**src/rtl/ddc_chan_align.sv**
```systemverilog
// ddc_chan_align: tag-checked sample FIFO with delayed burst emission, width reduction and bypass
module ddc_chan_align #(
  parameter int INPUT_WIDTH  = 24,
  parameter int OUTPUT_WIDTH = 24,
  parameter int CH_NUM       = 2,
  parameter int FIFO_DEPTH   = 8,
  parameter int DELAY_CYCLES = 28,
  parameter int ROUND_EN     = 1
) (
  input  logic                           CLK,
  input  logic                           nRST,
  input  logic signed [INPUT_WIDTH-1:0]  Data_In,
  input  logic                           Data_In_Valid,
  input  logic [3:0]                     Data_In_ChIdx,
  input  logic                           Bypass,
  input  logic                           Err_Clr,
  output logic signed [OUTPUT_WIDTH-1:0] Data_Out,
  output logic                           Data_Out_Valid,
  output logic [3:0]                     Data_Out_ChIdx,
  output logic [$clog2(FIFO_DEPTH):0]    Fifo_Level,
  output logic                           Overflow,
  output logic                           Chan_Err
);
  localparam int AW = $clog2(FIFO_DEPTH);
  localparam int LW = AW + 1;
  localparam int SH = INPUT_WIDTH - OUTPUT_WIDTH;
  // Rounding offset is zero when truncating or when no bits are dropped, so one datapath serves all modes.
  localparam logic signed [INPUT_WIDTH:0] HALF = (ROUND_EN != 0 && SH > 0) ?
    (INPUT_WIDTH+1)'(1) << (SH > 0 ? SH - 1 : 0) : (INPUT_WIDTH+1)'(0);
  localparam logic signed [INPUT_WIDTH:0] MAXV = {{(SH+2){1'b0}}, {(OUTPUT_WIDTH-1){1'b1}}};
  typedef enum logic [1:0] {IDLE, WAIT, EMIT} state_t;
  state_t r_state, w_next;
  logic [7:0] r_cnt;
  logic [LW-1:0] r_level, w_level_nxt;
  logic [AW-1:0] r_wp, r_rp;
  logic [OUTPUT_WIDTH+3:0] r_mem [FIFO_DEPTH];
  logic signed [OUTPUT_WIDTH-1:0] r_dout;
  logic [3:0] r_tag;
  logic r_valid, r_ovf, r_cerr;
  logic signed [INPUT_WIDTH:0] w_sum, w_shr;
  logic signed [OUTPUT_WIDTH-1:0] w_conv;
  logic w_tag_ok, w_take, w_full, w_pop, w_push, w_drop, w_byp;
  assign w_sum = {Data_In[INPUT_WIDTH-1], Data_In} + HALF;
  assign w_shr = w_sum >>> SH;
  assign w_conv = (w_shr > MAXV) ? MAXV[OUTPUT_WIDTH-1:0] : w_shr[OUTPUT_WIDTH-1:0];
  assign w_tag_ok = Data_In_ChIdx != 4'd0 && Data_In_ChIdx <= 4'(CH_NUM);
  assign w_take = Data_In_Valid && w_tag_ok && !Bypass;
  assign w_byp = Data_In_Valid && w_tag_ok && Bypass;
  assign w_full = r_level == LW'(FIFO_DEPTH);
  assign w_pop = r_state == EMIT && r_level != '0 && !Bypass;
  assign w_push = w_take && (!w_full || w_pop);
  assign w_drop = w_take && w_full && !w_pop;
  assign w_level_nxt = r_level + LW'(w_push) - LW'(w_pop);
  assign Data_Out = r_dout;
  assign Data_Out_Valid = r_valid;
  assign Data_Out_ChIdx = r_tag;
  assign Fifo_Level = r_level;
  assign Overflow = r_ovf;
  assign Chan_Err = r_cerr;
  // Next state: bypass forces idle; bursts continue while data remains after each pop.
  always_comb begin
    w_next = r_state;
    if (Bypass) w_next = IDLE;
    else if (r_state == IDLE) w_next = (r_level != '0) ? WAIT : IDLE;
    else if (r_state == WAIT) w_next = (r_cnt == 8'(DELAY_CYCLES)) ? EMIT : WAIT;
    else w_next = (w_level_nxt != '0) ? EMIT : IDLE;
  end
  // State register and delay counter, counting only while waiting.
  always_ff @(posedge CLK) begin
    if (!nRST) begin
      r_state <= IDLE;
      r_cnt <= 8'd0;
    end else begin
      r_state <= w_next;
      r_cnt <= (r_state == WAIT && !Bypass) ? r_cnt + 8'd1 : 8'd0;
    end
  end
  // Sample storage; contents are discarded by resetting the pointers.
  always_ff @(posedge CLK) begin
    if (w_push) r_mem[r_wp] <= {w_conv, Data_In_ChIdx};
  end
  // Pointers and occupancy, flushed by reset or while bypassing.
  always_ff @(posedge CLK) begin
    if (!nRST || Bypass) begin
      r_level <= '0;
      r_wp <= '0;
      r_rp <= '0;
    end else begin
      r_level <= w_level_nxt;
      if (w_push) r_wp <= r_wp + AW'(1);
      if (w_pop) r_rp <= r_rp + AW'(1);
    end
  end
  // Output register: bypass path or FIFO head, held between pulses.
  always_ff @(posedge CLK) begin
    if (!nRST) begin
      r_valid <= 1'b0;
      r_dout <= '0;
      r_tag <= 4'd0;
    end else begin
      r_valid <= Bypass ? w_byp : w_pop;
      if (w_byp) begin
        r_dout <= w_conv;
        r_tag <= Data_In_ChIdx;
      end else if (w_pop) {r_dout, r_tag} <= r_mem[r_rp];
    end
  end
  // Sticky error flags; a new event wins over a clear.
  always_ff @(posedge CLK) begin
    if (!nRST) begin
      r_ovf <= 1'b0;
      r_cerr <= 1'b0;
    end else begin
      r_ovf <= w_drop || (r_ovf && !Err_Clr);
      r_cerr <= (Data_In_Valid && !w_tag_ok) || (r_cerr && !Err_Clr);
    end
  end
endmodule

```
**config.mk**
```make
export PLATFORM = sky130hd
export DESIGN_NAME = ddc_chan_align
export DESIGN_NICKNAME = d
export VERILOG_FILES = /design/src/rtl/ddc_chan_align.sv
export SDC_FILE = /design/constraint.sdc
export NUM_CORES = 1
export LEC_CHECK = 0
export ABC_CLOCK_PERIOD_IN_PS = 6000
export CAP_MARGIN = 10
export CORE_UTILIZATION = 28
export CTS_CLUSTER_SIZE = 24
export DETAILED_ROUTE_END_ITERATION = 8
export PLACE_DENSITY = 0.44
export SLEW_MARGIN = 20
export SYNTH_ARGS = -nofsm -noshare
export SYNTH_HDL_FRONTEND = slang
export SYNTH_SLANG_ARGS = --single-unit
```
**constraint.sdc**
```tcl
create_clock -name CLK -period 6 [get_ports CLK]
set_input_delay 1.2 -clock CLK [delete_from_list [all_inputs] [get_ports CLK]]
set_output_delay 1.2 -clock CLK [all_outputs]
set_load 0.02 [all_outputs]
```
==> metrics.md, run 1 <==
| Metric | Value |
|---|---|
| CP Capture Type | `register` |
| Share of cells above drive strength 1 | `18.0%` |
| Slowest cell on crit path | `clkdlybuf4s50_1` |
| N_diodes | `0` |
| Least-Margin Pin Slew | `0.919 ns` |
| Post-Place Cell Area | `11900 um2` |
| Main area contributors after synthesis | `edfxtp_1 (63%), mux4_2 (12%), dfxtp_1 (10%)` |
| Root Buffer | `clkbuf_16` |
| Cts hold-fix bufs | `0` |
| Clock Path Buffers | `3` |
| CP Data Arrival Time | `4.61 ns` |
| Setup bufs post-CTS | `0` |
| Setup violations, final | `0` |
| Sequential fraction of the synthesis area | `72.9%` |
| Synth Register Bits | `278` |
| Final instance area | `12900 um2` |
| Worst hold path class | `reg -> reg` |
| Die width | `198 um` |
| Number of CTS-inserted buffers | `31` |
| Initial core utilization | `28.4%` |
| Die area | `39000 um2` |
| Synth cell count leaders | `edfxtp_1 (224), inv_1 (61), mux4_2 (56)` |
| Hold slack | `0.468 ns` |
| Vias in the first global route | `5894` |
| # DRC | `0` |
| TritonCTS clock tree | `yes` |
| Status | `finished clean` |
| CTS H-tree lvls | `1` |
| Core ar. | `37700 um2` |
| Global-route wire length before repair | `35.5 mm` |
| Util after Layout | `34.4%` |
| Commonest register cell after synthesis | `edfxtp_1` |
| Post-DRT Antenna Nets | `0` |
| Fmax achieved | `240 MHz` |
| Clock-pin slew on the worst setup and hold paths | `0.06 ns` |
| Synth Warn # | `0` |
| Clock skew | `0.0148 ns` |
| Avg Cell Area, Syn | `17.7 um2` |
| FILL cells | `3616` |
| Crit path launch type | `primary input` |
| Yosys top cell area share | `62.8%` |
| DP Wirelength | `13.2 mm` |
| Crit-path cells | `clkdlybuf4s50_1 > xnor2_1 > nor4_1 > nand2_1 > ha_1 > inv_1 > ha_1 > inv_1 > fa_1 > nor3b_1 > a311oi_1` |
| Most numerous cell in the Yosys netlist | `edfxtp_1` |
| Skew-Pair Late Insertion Delay | `0.55 ns` |
| R2R cell count | `11` |
| CP max FO | `10` |
| Minimum clock period | `4.16 ns` |
| Leakage | `4.23 nW` |
| Die height | `198 um` |
| WL per Instance | `19.1 um` |
| Pin count of the biggest net entering global routing | `56` |
| Initial antenna violation count | `1` |
| Clock sinks | `278` |
| Unique masters post-synth | `45` |
| Detailed-route via count | `5453` |
| Post-synth EDFFs | `224` |
| Layout overhead on the synthesized area | `20.9%` |
| Fin Setup TNS | `0 ns` |
| WL final | `23.1 mm` |
| Relative slew slack | `38.7%` |
| Synthesized cell area | `10700 um2` |
| Reg-to-Reg End | `r_state[1]` |
| Worst Setup Path Type | `in -> reg` |
| Worst R2R Setup Slack | `2.65 ns` |
| Total gr overflow | `0` |
| Max VDD drop | `0.000190 V` |
| Final Hold Vio Count | `0` |
| Resized cells post-CTS | `0` |
| Yosys top cell by area | `edfxtp_1` |
| Power Dens Cells | `311 nW/um2` |
| IO Count | `68` |
| Global Route Usage Sum | `12.1%` |
| RSZ-0062 raised after global routing | `false` |
| Vias/cell | `4.53` |
| Hold Path Depth | `1` |
| Hold endpoint | `Data_Out_ChIdx[2]` |
| RD Place Congestion | `0.709` |
| MaxCap Viol Count | `0` |
| Async set-reset flop share out of synthesis | `0%` |
| WP data required | `6.46 ns` |
| Max-slew violations | `0` |
| Fin crit share | `69.3%` |
| PortBufs | `67` |
| Hold Crit Start | `Data_Out_ChIdx[2]` |
| Fin nets | `714` |
| Syn Inst Count | `606` |
| Syn_nets | `650` |
| Max incr delay on CP | `0.68 ns` |
| Iteration-0 DRC Markers | `344` |
| Worst r2r src | `Fifo_Level[2]` |
| Row cnt | `71` |
| Drt first pass iters | `7` |
-- worst max-delay path by stage --
stage	from	end	slack, ns	cells after the start
after global placement	Data_In_ChIdx[0]	r_state[1]	1.39	11
after detailed placement	Data_In_ChIdx[0]	r_state[1]	1.27	11
after CTS	Data_In_ChIdx[0]	r_state[1]	1.85	11
after floorplan	Bypass	r_mem[0][0]	0.53	5
final	Data_In_ChIdx[1]	r_state[1]	1.84	11
after global routing	Data_In_ChIdx[1]	r_state[1]	1.61	11
-- report_power, final --
| group | switching (mW) | total [mW] | internal (mW) |
|---|---|---|---|
| Combinational | 0.0478 | 0.0797 | 0.0319 |
| Sequential | 0.00251 | 2.09 | 2.09 |
| Clock | 0.733 | 1.86 | 1.13 |
-- logic make-up (layout without fill, tap and decap cells) --
| group | after synthesis | in the layout | synth area share [%] |
|---|---|---|---|
| adder cells (fa/ha/maj) | 11 | 11 | 1.36 |
| AND/OR/NAND/NOR | 66 | 66 | 3.24 |
| multiplexers | 60 | 60 | 12.2 |
| flip-flops | 278 | 278 | 72.9 |
| AO/OA/AOI/OAI | 69 | 69 | 5.23 |
| XOR/XNOR | 11 | 11 | 0.900 |
| buffers and inverters | 111 | 199 | 4.18 |
-- registers in the layout, summed over array words and instances (netlist names), named ones only --
name,cells
Chan_Err,1
r_state,2
Data_Out,24
r_rp,3
r_mem,224
Overflow,1
r_cnt,8
Fifo_Level,4
Data_Out_Valid,1
r_wp,3
Data_Out_ChIdx,4
-- placed cells by master (no fill, tap or decap), types with 7 or more instances in the layout --
master             n
nor2_1            18
dfxtp_1           52
nand3_1            9
mux4_2            56
xor2_1             7
o22ai_1           26
clkdlybuf4s50_1   67
nand2b_1           7
buf_4             14
a221o_1           26
inv_1             61
clkbuf_16         31
edfxtp_1         224
clkbuf_1          10
ha_1              10
-- final cells by class --
cell class                      count  area, um2  area share, %
Timing Repair Buffer               81        776           5.99
Sequential cell                   278       7820           60.4
Tap cell                          511        639           4.94
Clock buffer                       42        827           6.39
Clock inverter                     15        173           1.33
Multi-Input combinational cell    217       2480           19.2
Inverter                           61        229           1.77
-- worst max-delay path: cells and delay by family --
kind            cells  cell delay [ns]
compound gates      1             0.25
xor+xnor            1             0.24
fa+ha+maj           3             1.00
buf+inv             3             0.80
simple gates        3             1.12
-- metrics by stage --
stage / worst slack (ns) / std cells / total power, mW
2_1_floorplan: 0.531 / 606 / 2.16
3_3_place_gp: 1.39 / 1148 / 2.21
3_5_place_dp: 1.27 / 1148 / 2.21
4_1_cts: 1.85 / 1205 / 4.09
5_1_grt: 1.61 / 1205 / 4.17
6_report: 1.84 / 1205 / 4.03
-- layer usage --
metal  GRT usage (%)  vias up  part of all wire (%)  wire length [um]
met5               0        -                 0.052                12
met4            3.47        2                   2.4               561
met3            2.48       42                   4.5              1030
met2            19.9      134                    48             11000
met1            16.1     2794                    45             10500
li1                -     2481                     -                 -
No activity file was read; power rests on OpenSTA's default activity.
==> run 2: changes to the inputs <==
- ABC_CLOCK_PERIOD_IN_PS: 6000 -> 3700
- PLACE_DENSITY: 0.44 -> 0.45
- clock period: 6 -> 3.7 ns (I/O delays scaled with it)
==> run 2 against run 1 <==
Clock-buffer cell count up 1. Highest routed layer is now met4. First-iteration DRC count down 12%. Power up 64%. Critical path type unchanged. Non-clock buffer count up 21. Critical path depth unchanged. Final cell count up 1.8%. Die area unchanged. Global-route usage up 0.38 points. Sequential share of layout area down 1.0 points. Hold slack better by 0.013 ns.
==> metrics.md, run 2 (synthesized netlist as in run 1, its figures left out) <==
| Metric | Value |
|---|---|
| Setup violations, final | `0 (unchanged)` |
| Worst r2r src | `Fifo_Level[2]` |
| Initial antenna violation count | `0 (-1)` |
| Share of cells above drive strength 1 | `20.9% (+2.9 points)` |
| # DRC | `0 (unchanged)` |
| WP data required | `4.15 ns (-2.31 ns)` |
| R2R cell count | `11 (unchanged)` |
| Resized cells post-CTS | `0 (unchanged)` |
| Clock-pin slew on the worst setup and hold paths | `0.06 ns (about the same)` |
| Worst R2R Setup Slack | `0.88 ns (-1.77 ns)` |
| Post-Place Cell Area | `12100 um2 (+1.6%)` |
| CP Data Arrival Time | `3.59 ns (-1.02 ns)` |
| Most frequent cells in the layout | `edfxtp_1 (224), clkdlybuf4s50_1 (67), inv_1 (61), mux4_2 (56), dfxtp_1 (52)` |
| Die width | `198 um (unchanged)` |
| TritonCTS clock tree | `yes` |
| Vias/cell | `4.53 (+0.12%)` |
| Total gr overflow | `0 (unchanged)` |
| Max-slew violations | `0 (unchanged)` |
| Layout overhead on the synthesized area | `23.0%` |
| Met2 WL post-DR | `11.5 mm (+4.6%)` |
| CP max FO | `10 (unchanged)` |
| Worst Setup Path Type | `in -> reg` |
| Minimum clock period | `3.14 ns` |
| RD Place Congestion | `0.727 (+2.5%)` |
| Crit path launch type | `primary input` |
| Cell count after placement | `1169 (+1.8%)` |
| Cts hold-fix bufs | `0 (unchanged)` |
| Most common cell after layout, fill and taps aside | `edfxtp_1` |
| Global-route wire length before repair | `36.5 mm (+2.8%)` |
| Clock Path Buffers | `3 (unchanged)` |
| CP Depth | `11 (unchanged)` |
| Number of CTS-inserted buffers | `31 (unchanged)` |
| CP Buf/Inv Count | `3 (unchanged)` |
| Reg-to-Reg End | `r_state[1]` |
| Number of flip-flops in the largest register | `224 (unchanged)` |
| Global Route Usage Sum | `12.5% (+0.38 points)` |
| Iteration-0 DRC Markers | `302 (-12%)` |
| Worst hold path class | `reg -> reg` |
| Detailed-route via count | `5559 (+1.9%)` |
| Root Buffer | `clkbuf_16` |
| Drt first pass iters | `4 (-3)` |
| Core ar. | `37700 um2 (unchanged)` |
| Fmax achieved | `318 MHz` |
| Relative slew slack | `38.1% (-0.58 points)` |
| Max VDD drop | `0.000354 V (+86%)` |
| Post-DRT Antenna Nets | `0 (unchanged)` |
| PortBufs | `67 (unchanged)` |
| Die area | `39000 um2 (unchanged)` |
| Hold Crit Start | `Data_Out[8]` |
| Critical path's top delay family | `adder cells` |
| Setup bufs post-CTS | `0 (unchanged)` |
| Fin crit share | `84.9%` |
| CP Capture Type | `register` |
| Register with the most flip-flops | `r_mem` |
| Final std cells w/o fill | `1227 (+1.8%)` |
| Die height | `198 um (unchanged)` |
| Top sig layer | `met4` |
| DP Wirelength | `14.4 mm (+9.5%)` |
| Power Dens Cells | `502 nW/um2 (+61%)` |
| WL final | `23.7 mm (+2.8%)` |
| Least-Margin Pin Slew | `0.928 ns (+0.00873 ns)` |
| Slowest cell on crit path | `clkdlybuf4s50_1` |
| Hold Path Depth | `1 (unchanged)` |
| Max incr delay on CP | `0.69 ns (about the same)` |
| Power consumption | `6.61 mW (+64%)` |
| Fin nets | `735 (+2.9%)` |
| Row cnt | `71 (unchanged)` |
| CTS H-tree lvls | `1 (unchanged)` |
| Fin Setup TNS | `0 ns (unchanged)` |
| Leakage | `4.35 nW (+3.0%)` |
| Met3 wire len | `1.05 mm (+1.8%)` |
| Clock skew | `0.0121 ns (-0.00268 ns)` |
| MaxCap Viol Count | `0 (unchanged)` |
| Skew-Pair Late Insertion Delay | `0.56 ns (about the same)` |
| RSZ-0062 raised after global routing | `false` |
| Vias in the first global route | `6078 (+3.1%)` |
| N_diodes | `0 (unchanged)` |
| IO Count | `68 (unchanged)` |
| Initial core utilization | `28.4% (unchanged)` |
| Final Hold Vio Count | `0 (unchanged)` |
| Hold endpoint | `Data_Out[8]` |
| Pin count of the biggest net entering global routing | `56 (unchanged)` |
| Status | `finished clean` |
| Crit-path cells | `clkdlybuf4s50_1 > xnor2_1 > nor4_1 > nand2_1 > ha_1 > inv_1 > ha_1 > inv_1 > fa_1 > nor3b_1 > a311oi_1` |
| WL per Instance | `19.3 um (+0.98%)` |
| Clock sinks | `278 (unchanged)` |
| Post-Route M1 WL | `10.7 mm (+2.7%)` |
| Final instance area | `13200 um2 (+1.7%)` |
run 2: cell type report:
type	count	area, um2
Tap cell	511	639
Clock inverter	15	178
Multi-Input combinational cell	217	2500
Fill cell	3603	24500
Inverter	61	229
Clock buffer	43	861
Timing Repair Buffer	102	946
Sequential cell	278	7820
run 2: per-layer routing:
metal	GRT usage, %	vias up
met5	0	-
met2	20.7	110
li1	-	2527
met4	3.24	0
met1	16.8	2890
met3	2.24	32
run 2: through the flow:
stage,hold slack (ns),utilization [%],setup slack [ns]
global placement,0.462,32.2,0.0852
CTS,0.481,35.0,0.560
floorplan,0.448,-,-0.578
finish,0.481,35.0,0.559
global route,0.493,35.0,0.384
detailed placement,0.465,32.2,-0.0154
run 2: worst register-to-register path: stages, from the launching register on:
cell      delay [ns]
dfxtp_1         0.32
inv_1           0.10
ha_1            0.20
or3b_1          0.47
and2_4          0.22
ha_1            0.29
inv_1           0.06
ha_1            0.16
inv_1           0.06
fa_1            0.44
nor3b_1         0.15
a311oi_1        0.26
run 2: worst max-delay path by stage:
| stage | from | end | slack [ns] |
|---|---|---|---|
| after floorplan | Bypass | r_mem[2][0] | -0.58 |
| after global placement | Data_In_ChIdx[1] | r_state[1] | 0.09 |
| after detailed placement | Data_In_ChIdx[1] | r_state[1] | -0.02 |
| after CTS | Data_In_ChIdx[1] | r_state[1] | 0.56 |
| after global routing | Data_In_ChIdx[1] | r_state[1] | 0.38 |
| final | Data_In_ChIdx[1] | r_state[1] | 0.56 |
run 2: power breakdown:
group          internal (mW)  leakage [nW]  switching (mW)
logic                 0.0577          1.39          0.0812
clock network           1.89         0.512            1.19
registers               3.38          2.45         0.00429
total                   5.33          4.35            1.27
